==> src/rtl/fpcvt_seq_if.sv <==
// Handshake and result bus between the sample source/consumer and fpcvt_seq.
interface fpcvt_seq_if;
    logic        in_valid;
    logic        in_ready;
    logic [11:0] in_data;
    logic        out_valid;
    logic        out_ready;
    logic        out_sign;
    logic [2:0]  out_exp;
    logic [3:0]  out_sig;

    modport master (
        output in_valid, in_data, out_ready,
        input  in_ready, out_valid, out_sign, out_exp, out_sig
    );

    modport slave (
        input  in_valid, in_data, out_ready,
        output in_ready, out_valid, out_sign, out_exp, out_sig
    );
endinterface

==> src/rtl/fpcvt_seq.sv <==
// fpcvt_seq: converts a 12-bit two's-complement sample to an 8-bit float
// (1 sign, 3 exponent, 4 significand). A shift loop normalizes one bit per
// cycle, then one rounding step handles significand overflow and saturation.
module fpcvt_seq #(
    parameter bit ROUND_EN = 1'b1
) (
    input logic       clk,
    input logic       rst,
    fpcvt_seq_if.slave bus
);

    typedef enum logic [1:0] {IDLE, SHIFT, ROUND, DONE} state_t;

    state_t      state_q, state_d;
    logic [10:0] mag_q, mag_d;
    logic [2:0]  exp_q, exp_d;
    logic        sign_q, sign_d;
    logic        out_valid_q, out_valid_d;
    logic        out_sign_q, out_sign_d;
    logic [2:0]  out_exp_q, out_exp_d;
    logic [3:0]  out_sig_q, out_sig_d;

    logic        in_ready;
    logic [10:0] neg_low;
    logic [10:0] abs_mag;
    logic [4:0]  sig5;

    // Ready only while idle and out of reset.
    always_comb in_ready = (state_q == IDLE) && !rst;

    // Magnitude of the incoming sample (-2048 clamps to 2047) and rounded significand.
    always_comb begin
        neg_low = 11'd0 - bus.in_data[10:0];
        if (!bus.in_data[11]) begin
            abs_mag = bus.in_data[10:0];
        end else if (bus.in_data[10:0] == '0) begin
            abs_mag = '1;
        end else begin
            abs_mag = neg_low;
        end
        sig5 = {1'b0, mag_q[10:7]} + {4'b0000, (ROUND_EN && mag_q[6])};
    end

    // Next-state and datapath updates for the conversion sequencer.
    always_comb begin
        state_d     = state_q;
        mag_d       = mag_q;
        exp_d       = exp_q;
        sign_d      = sign_q;
        out_valid_d = out_valid_q;
        out_sign_d  = out_sign_q;
        out_exp_d   = out_exp_q;
        out_sig_d   = out_sig_q;
        unique case (state_q)
            IDLE: begin
                if (bus.in_valid && in_ready) begin
                    sign_d  = bus.in_data[11];
                    mag_d   = abs_mag;
                    exp_d   = 3'd7;
                    state_d = SHIFT;
                end
            end
            SHIFT: begin
                if (mag_q[10] || (exp_q == 3'd0)) begin
                    state_d = ROUND;
                end else begin
                    mag_d = {mag_q[9:0], 1'b0};
                    exp_d = exp_q - 3'd1;
                end
            end
            ROUND: begin
                out_sign_d = sign_q;
                if (sig5[4]) begin
                    if (exp_q == 3'd7) begin
                        out_exp_d = 3'd7;
                        out_sig_d = 4'b1111;
                    end else begin
                        out_exp_d = exp_q + 3'd1;
                        out_sig_d = sig5[4:1];
                    end
                end else begin
                    out_exp_d = exp_q;
                    out_sig_d = sig5[3:0];
                end
                out_valid_d = 1'b1;
                state_d     = DONE;
            end
            DONE: begin
                if (bus.out_ready) begin
                    out_valid_d = 1'b0;
                    state_d     = IDLE;
                end
            end
            default: state_d = IDLE;
        endcase
    end

    // State and result registers with synchronous reset.
    always_ff @(posedge clk) begin
        if (rst) begin
            state_q     <= IDLE;
            mag_q       <= '0;
            exp_q       <= '0;
            sign_q      <= 1'b0;
            out_valid_q <= 1'b0;
            out_sign_q  <= 1'b0;
            out_exp_q   <= '0;
            out_sig_q   <= '0;
        end else begin
            state_q     <= state_d;
            mag_q       <= mag_d;
            exp_q       <= exp_d;
            sign_q      <= sign_d;
            out_valid_q <= out_valid_d;
            out_sign_q  <= out_sign_d;
            out_exp_q   <= out_exp_d;
            out_sig_q   <= out_sig_d;
        end
    end

    assign bus.in_ready  = in_ready;
    assign bus.out_valid = out_valid_q;
    assign bus.out_sign  = out_sign_q;
    assign bus.out_exp   = out_exp_q;
    assign bus.out_sig   = out_sig_q;

endmodule

==> src/flat_wrapper.sv <==
// flat-port wrapper written by rule: the top's interface ports become plain ports
module fpcvt_seq_flat 
#(
    parameter bit ROUND_EN = 1'b1
)
  (clk, rst, bus_in_valid, bus_in_data, bus_out_ready, bus_in_ready, bus_out_valid, bus_out_sign, bus_out_exp, bus_out_sig);
  fpcvt_seq_if bus_i ();
  input logic clk;
  input logic rst;
  input wire logic [$bits(bus_i.in_valid)-1:0] bus_in_valid;
  input wire logic [$bits(bus_i.in_data)-1:0] bus_in_data;
  input wire logic [$bits(bus_i.out_ready)-1:0] bus_out_ready;
  output wire logic [$bits(bus_i.in_ready)-1:0] bus_in_ready;
  output wire logic [$bits(bus_i.out_valid)-1:0] bus_out_valid;
  output wire logic [$bits(bus_i.out_sign)-1:0] bus_out_sign;
  output wire logic [$bits(bus_i.out_exp)-1:0] bus_out_exp;
  output wire logic [$bits(bus_i.out_sig)-1:0] bus_out_sig;
  assign bus_i.in_valid = bus_in_valid;
  assign bus_i.in_data = bus_in_data;
  assign bus_i.out_ready = bus_out_ready;
  assign bus_in_ready = bus_i.in_ready;
  assign bus_out_valid = bus_i.out_valid;
  assign bus_out_sign = bus_i.out_sign;
  assign bus_out_exp = bus_i.out_exp;
  assign bus_out_sig = bus_i.out_sig;
  fpcvt_seq #(.ROUND_EN(ROUND_EN)) u_core (.clk(clk), .rst(rst), .bus(bus_i));
endmodule
==> config.mk <==
export PLATFORM = sky130hd
export DESIGN_NAME = fpcvt_seq_flat
export DESIGN_NICKNAME = d
export VERILOG_FILES = /design/src/rtl/fpcvt_seq_if.sv /design/src/rtl/fpcvt_seq.sv /design/src/flat_wrapper.sv
export SDC_FILE = /design/constraint.sdc
export NUM_CORES = 1
export LEC_CHECK = 0
export CAP_MARGIN = 40
export CORE_ASPECT_RATIO = 0.7
export CORE_UTILIZATION = 52
export DETAILED_ROUTE_END_ITERATION = 8
export MAX_ROUTING_LAYER = met4
export PLACE_DENSITY = 0.86
export SLEW_MARGIN = 0
export SYNTH_ARGS = -nofsm -noshare
export SYNTH_HDL_FRONTEND = slang
export SYNTH_SLANG_ARGS = --single-unit
==> constraint.sdc <==
create_clock -name clk -period 2.5 [get_ports clk]
set_clock_uncertainty 0.2 [all_clocks]
set_input_delay 0.375 -clock clk [delete_from_list [all_inputs] [get_ports clk]]
set_output_delay 0.375 -clock clk [all_outputs]
set_load 0.02 [all_outputs]
---- Word level (Yosys, flattened, before mapping) ----
Cells that the tools add are included.
W data, S select, Z words.
word-level totals
  bits in registers ....................... 26
  bits of input ports ..................... 16
  output and inout port bits .............. 10
operators by class
  add/sub/neg operators ................... 4
  equal/unequal tests ..................... 8
  muxes and demuxes ....................... 18
  reductions and logical operators ........ 13
operators with widths
  operator                 number
  $mux W11                 4
  $pmux W11 S2             1
  $mux W3                  5
  $logic_not A11 Y1        1
  $sub A1 B11 Y11 const A  1
  $pmux W2 S4              1
  $mux W2                  3
  $ne A2 B2 Y1 const B     3
  $pmux W3 S2              1
  $reduce_and A3 Y1        2
  $add A4 B1 Y5            1
  $eq A2 B2 Y1 const B     2
  $mux W4                  1
  $reduce_and A2 Y1        2
  $reduce_bool A2 Y1       2
  $add A3 B1 Y3 const B    1
  $eq A3 B3 Y1 const B     1
  $logic_not A3 Y1         1
  $sub A3 B1 Y3 const B    1
  $eq A2 B1 Y1 const B     1
  $logic_and A1 B1 Y1      2
  $logic_not A2 Y1         1
  $ne A2 B1 Y1 const B     1
  $pmux W1 S2              1
  other kinds (3)          3

---- Logic depth before layout (Yosys ltp) ----
  word-level depth ........................ 5
  gate-level depth with buffers ........... 8

---- Worst setup path before layout ----
No wires, ideal clock.
  kind .................................... input to register
  start point ............................. in bus_in_data[2]
  end point ............................... reg u_core.mag_q[8]
  setup time .............................. 134 ps
  data arrival time ....................... 1,835 ps
  data required time ...................... 2,166 ps
  path slack .............................. 331 ps
  stages on the path ...................... 5
  buffers on the path ..................... 0
  cells stage by stage .................... or4_4 > or4_4 > or3_1 > o2111ai_1 > a211oi_1
between the ends
  cells in the longest elaborated chain, start to end .. 5
  elaborated cells between the ends (all ways) .. 6
  classes of those cells .................. 1 x add/sub; 4 x mux; 1 x reduce/logical
ends and longest elaborated chain
  what                                                         line                              source
  start, declared                                              flat_wrapper.sv:11                input wire logic [$bits(bus_i.in_data)-1:0] bus_in_data;
  $sub A1 B11 Y11 / $logic_not A11 Y1 (equally long branches)  fpcvt_seq.sv:33, fpcvt_seq.sv:36
  $mux W11 (*)                                                 fpcvt_seq.sv:36                   end else if (bus.in_data[10:0] == '0) begin
  $mux W11 (*)                                                 fpcvt_seq.sv:34                   if (!bus.in_data[11]) begin
  $mux W11 (*)                                                 fpcvt_seq.sv:56                   if (bus.in_valid && in_ready) begin
  $pmux W11 S2 (*)                                             fpcvt_seq.sv:54                   unique case (state_q)
  end signal, assigned                                         fpcvt_seq.sv:111                  mag_q <= mag_d;
  end, declared                                                fpcvt_seq.sv:15                   logic [10:0] mag_q, mag_d;
Mark *: on every way between the ends. The rest lies on a longest branch, timed or not. The select of a mux whose other input is x is not followed.
A chain may end at the register's enable or synchronous reset.

---- Final worst setup path ----
  start point ............................. in rst
  end point ............................... reg u_core.mag_q[5]
between the ends
  cells in the longest elaborated chain, start to end .. 5
ends and longest elaborated chain
  what                         line               source
  start, declared              flat_wrapper.sv:9  input logic rst;
  $logic_not A1 Y1             fpcvt_seq.sv:29    always_comb in_ready = (state_q == IDLE) && !rst;
  $logic_and A1 B1 Y1          fpcvt_seq.sv:29
  $logic_and A1 B1 Y1          fpcvt_seq.sv:56
  $ne A2 B2 Y1 (no line)       --
  $reduce_and A3 Y1 (no line)  --
Several ways; a longest one is shown, not always the timed one.

==> metrics.md <==
| Metric | Value |
|---|---|
| Area delta synth->final | 32.6% |
| Hold Path Class | reg -> reg |
| Routed WL | 4.30 mm |
| Yosys Warn Count | 0 |
| Synth Net Count | 216 |
| Dpl cell area | 1980 um^2 |
| Design area | 2060 um^2 |
| Grt ovf | 0 |
| Yosys top cell by area | dfxtp_1 |
| Initial antenna violation count | 0 |
| Fill count | 199 |
| Startpoint types | input pin |
| Setup WS post-layout | 0.141 ns |
| DR pass1 iterations | 5 |
| FFs w/ async S/R, synth | 0 |
| Total GRT Usage | 0.292 |
| Post-synthesis mux area share | 0.0193 |
| Placed Instances | 262 |
| Die height | 47.8 um |
| Post-synth EDFFs | 0 |
| Max clock buf depth | 2 |
| Postcts setup bufs | 0 |
| Yosys cell types | 43 |
| Synthesized flop and latch total | 26 |
| Total Power | 0.00196 W |
| Antenna Cells | 0 |
| Maximum clock frequency | 0.424 GHz |
| Minimum clock period | 2.36 ns |
| Num CTS Buffers | 3 |
| Synthesized area | 1560 um^2 |
| XOR/XNOR share of the synthesized area | 0.0338 |
| Worst rel slew slack | 0.690 |
| Vias per inst | 6.23 |
| Final setup viols | 0 |
| Clk sinks | 26 |
| GP Congestion | 0.856 |
| Initial Utilization | 0.551 |
| Worst path slowest cell | clkdlybuf4s50_1 |
| Share of cells above drive strength 1 | 0.148 |
| Adder-Cell Fraction of Synth Area | 0.0884 |
| DR vias | 1657 |
| Synth top area share | 0.334 |
| Critical path's largest stage delay | 0.54 ns |
| Root Driver | clkbuf_8 |
| CP max FO | 10 |
| Final slew viol count | 0 |
| # rows | 16 |
| Post-cts resize count | 0 |
| Top FF cell, synth | dfxtp_1 |
| Max-cap violations | 0 |
| Largest family of logic cells by synthesized area | compound AO/OA/AOI/OAI gates |
| Status | finished, final reports clean |
| CP Capture Type | register |
| Internal Power | 0.00117 W |
| Post-Synthesis Cells | 189 |
| Largest net degree at the start of global routing | 25 |
| Hold Vio Cnt, Final | 0 |
| Finished Layout Cells | 266 |
| DP HPWL | 3.14 mm |
| Core ar. | 2820 um^2 |
| Switching Share | 0.404 |
| Initial DRC Count | 139 |
| Synth Area in Compound Gates | 0.263 |
| RSZ-0062 raised after global routing | no |
| First-pass GRT wire length | 6.55 mm |
| Clock slew at reported path FFs | 0.08 ns |
| LEAKAGE | 0.797 nW |
| Die W | 67.4 um |
| Synth area leaders | dfxtp_1, ha_1, a21oi_1, a211oi_1, nor2_1 |
| Number of global-route vias before repair | 1473 |
| Buffers on Ports | 25 |
| Die ar. | 3220 um^2 |
| Clock share of power | 0.178 |
| WS Path Type | in -> reg |
| Routed length per placed instance | 16.2 um |
| # nets final | 258 |
| Avg Inst Size Synth | 8.24 um^2 |
| Pwr/cell area | 948 nW/um^2 |
| R2r setup slk | 0.15 ns |
| Period Utilization, post-route | 0.943 |
| NetSw | 0.000791 W |
| Sequential Power Share | 0.336 |
| Worst VDD drop | 0.616 mV |
| TritonCTS clock tree | yes |
| Sequential fraction of the synthesis area | 0.334 |
| IO Count | 26 |
| Pre-CTS WS | -0.202 ns |
| Comb power frac | 0.486 |
| Worst-Margin Slew | 0.461 ns |
| Drc violations | 0 |
| Hold Slack | 0.263 ns |
| Worst skew pair latency | 0.28 ns |
| Post-Synth Simple-Gate Area | 0.214 |
| CP Data Arrival Time | 2.33 ns |
| Hold-fix buffers, CTS | 0 |
| CP Cell Sequence | clkdlybuf4s50_1, nand2b_1, a2111oi_2, or2_2, nor2_1, a211oi_1 |
| Data required, critical path | 2.47 ns |
| Final ANT Viol Nets | 0 |
| H-Tree Depth | 1 |
[cell usage after synthesis (2+ instances only)]
library cell / n
dfxtp_1: 26
nor2b_1: 3
a221oi_1: 2
nor3_1: 2
o221ai_1: 5
and3_1: 2
xnor2_1: 4
buf_2: 2
mux2i_1: 3
a211oi_1: 12
nor2_1: 24
o21ai_0: 2
o31ai_1: 2
buf_1: 2
nand2_1: 15
or4_4: 2
ha_1: 11
xor2_1: 2
clkbuf_1: 6
nand3_1: 7
a31oi_1: 4
a2bb2oi_1: 2
nand2b_1: 2
a21oi_1: 18
inv_1: 8
o31a_1: 2
or3_1: 3
[registers in the layout, indices dropped and copies added (netlist names)]
register / count
u_core.bus.out_exp: 3
u_core.bus.out_sig: 4
u_core.bus.out_sign: 1
u_core.bus.out_valid: 1
u_core.exp_q: 3
u_core.mag_q: 11
u_core.sign_q: 1
u_core.state_q: 2
[layer usage]
layer,vias to the layer above,GRT usage,wire (um)
li1,777,-,-
met1,772,0.344,1790
met2,89,0.478,2020
met3,19,0.0881,349
met4,0,0.106,134
met5,-,-,0
[per-stage QoR]
step / util / TNS [ns]
after global placement: 0.700 / -0.500
after detailed placement: 0.700 / -0.825
after CTS: 0.726 / 0
after floorplan: - / 0
final: 0.731 / 0
after global routing: 0.731 / 0
[path summary, 6_finish.rpt]
| kind | from | endpoint | depth (start not counted) |
|---|---|---|---|
| setup reg to reg | u_core.exp_q[0] | u_core.mag_q[5] | 7 |
| setup / recovery | rst | u_core.mag_q[5] | 6 |
| hold / removal | u_core.mag_q[4] | u_core.mag_q[4] | 2 |
| hold reg to reg | u_core.mag_q[4] | u_core.mag_q[4] | 2 |
[power groups by stage]
stage,Clock (W),Sequential (W),Combinational (W)
after floorplan,0,0.000688,0.000544
after global placement,0,0.000650,0.000855
after detailed placement,0,0.000661,0.000908
after CTS,0.000353,0.000654,0.000927
after global routing,0.000374,0.000673,0.00103
final,0.000348,0.000658,0.000950
[final cells by class]
class	count	area, um^2	area share
flip-flops and latches	26	520	0.252
clock inverters	1	30.0	0.0146
repair buffers	47	418	0.203
clock buffers	3	41.3	0.0200
inverters	9	37.5	0.0182
well taps	36	45.0	0.0218
multi-input cells	144	971	0.471
[worst max-delay path, delay by kind of cell]
kind | cells | cell delay, ns
buffers and inverters | 1 | 0.54
and+or+nand+nor | 3 | 0.65
AOI/OAI and AO/OA | 2 | 0.76
[cell families (layout without fill, tap and decap cells)]
| family | Yosys count | count (layout) |
|---|---|---|
| and+or+nand+nor | 67 | 67 |
| DFF | 26 | 26 |
| AOI/OAI and AO/OA | 57 | 57 |
| xor gates and xnor gates | 6 | 6 |
| adders and majority gates | 11 | 11 |
| muxes | 3 | 3 |
| buffers and inverters | 19 | 60 |
[cell usage in the layout, fill, tap and decap left out, types with 2 or more instances in the layout]
cell / Yosys / routed
buf_4: 0 / 22
or3_1: 3 / 3
a31oi_1: 4 / 4
dfxtp_1: 26 / 26
o31ai_1: 2 / 2
or4_4: 2 / 2
a2bb2oi_1: 2 / 2
inv_1: 8 / 8
a211oi_1: 12 / 12
xor2_1: 2 / 2
nor2b_1: 3 / 3
o31a_1: 2 / 2
nand2_1: 15 / 15
nand2b_1: 2 / 2
a221oi_1: 2 / 2
clkdlybuf4s50_1: 0 / 24
and3_1: 2 / 2
mux2i_1: 3 / 3
clkbuf_8: 0 / 3
o221ai_1: 5 / 5
nand3_1: 7 / 7
nor2_1: 24 / 24
nor3_1: 2 / 2
ha_1: 11 / 11
o21ai_0: 2 / 2
a21oi_1: 18 / 18
xnor2_1: 4 / 4
(Power assumes the default switching activity.)
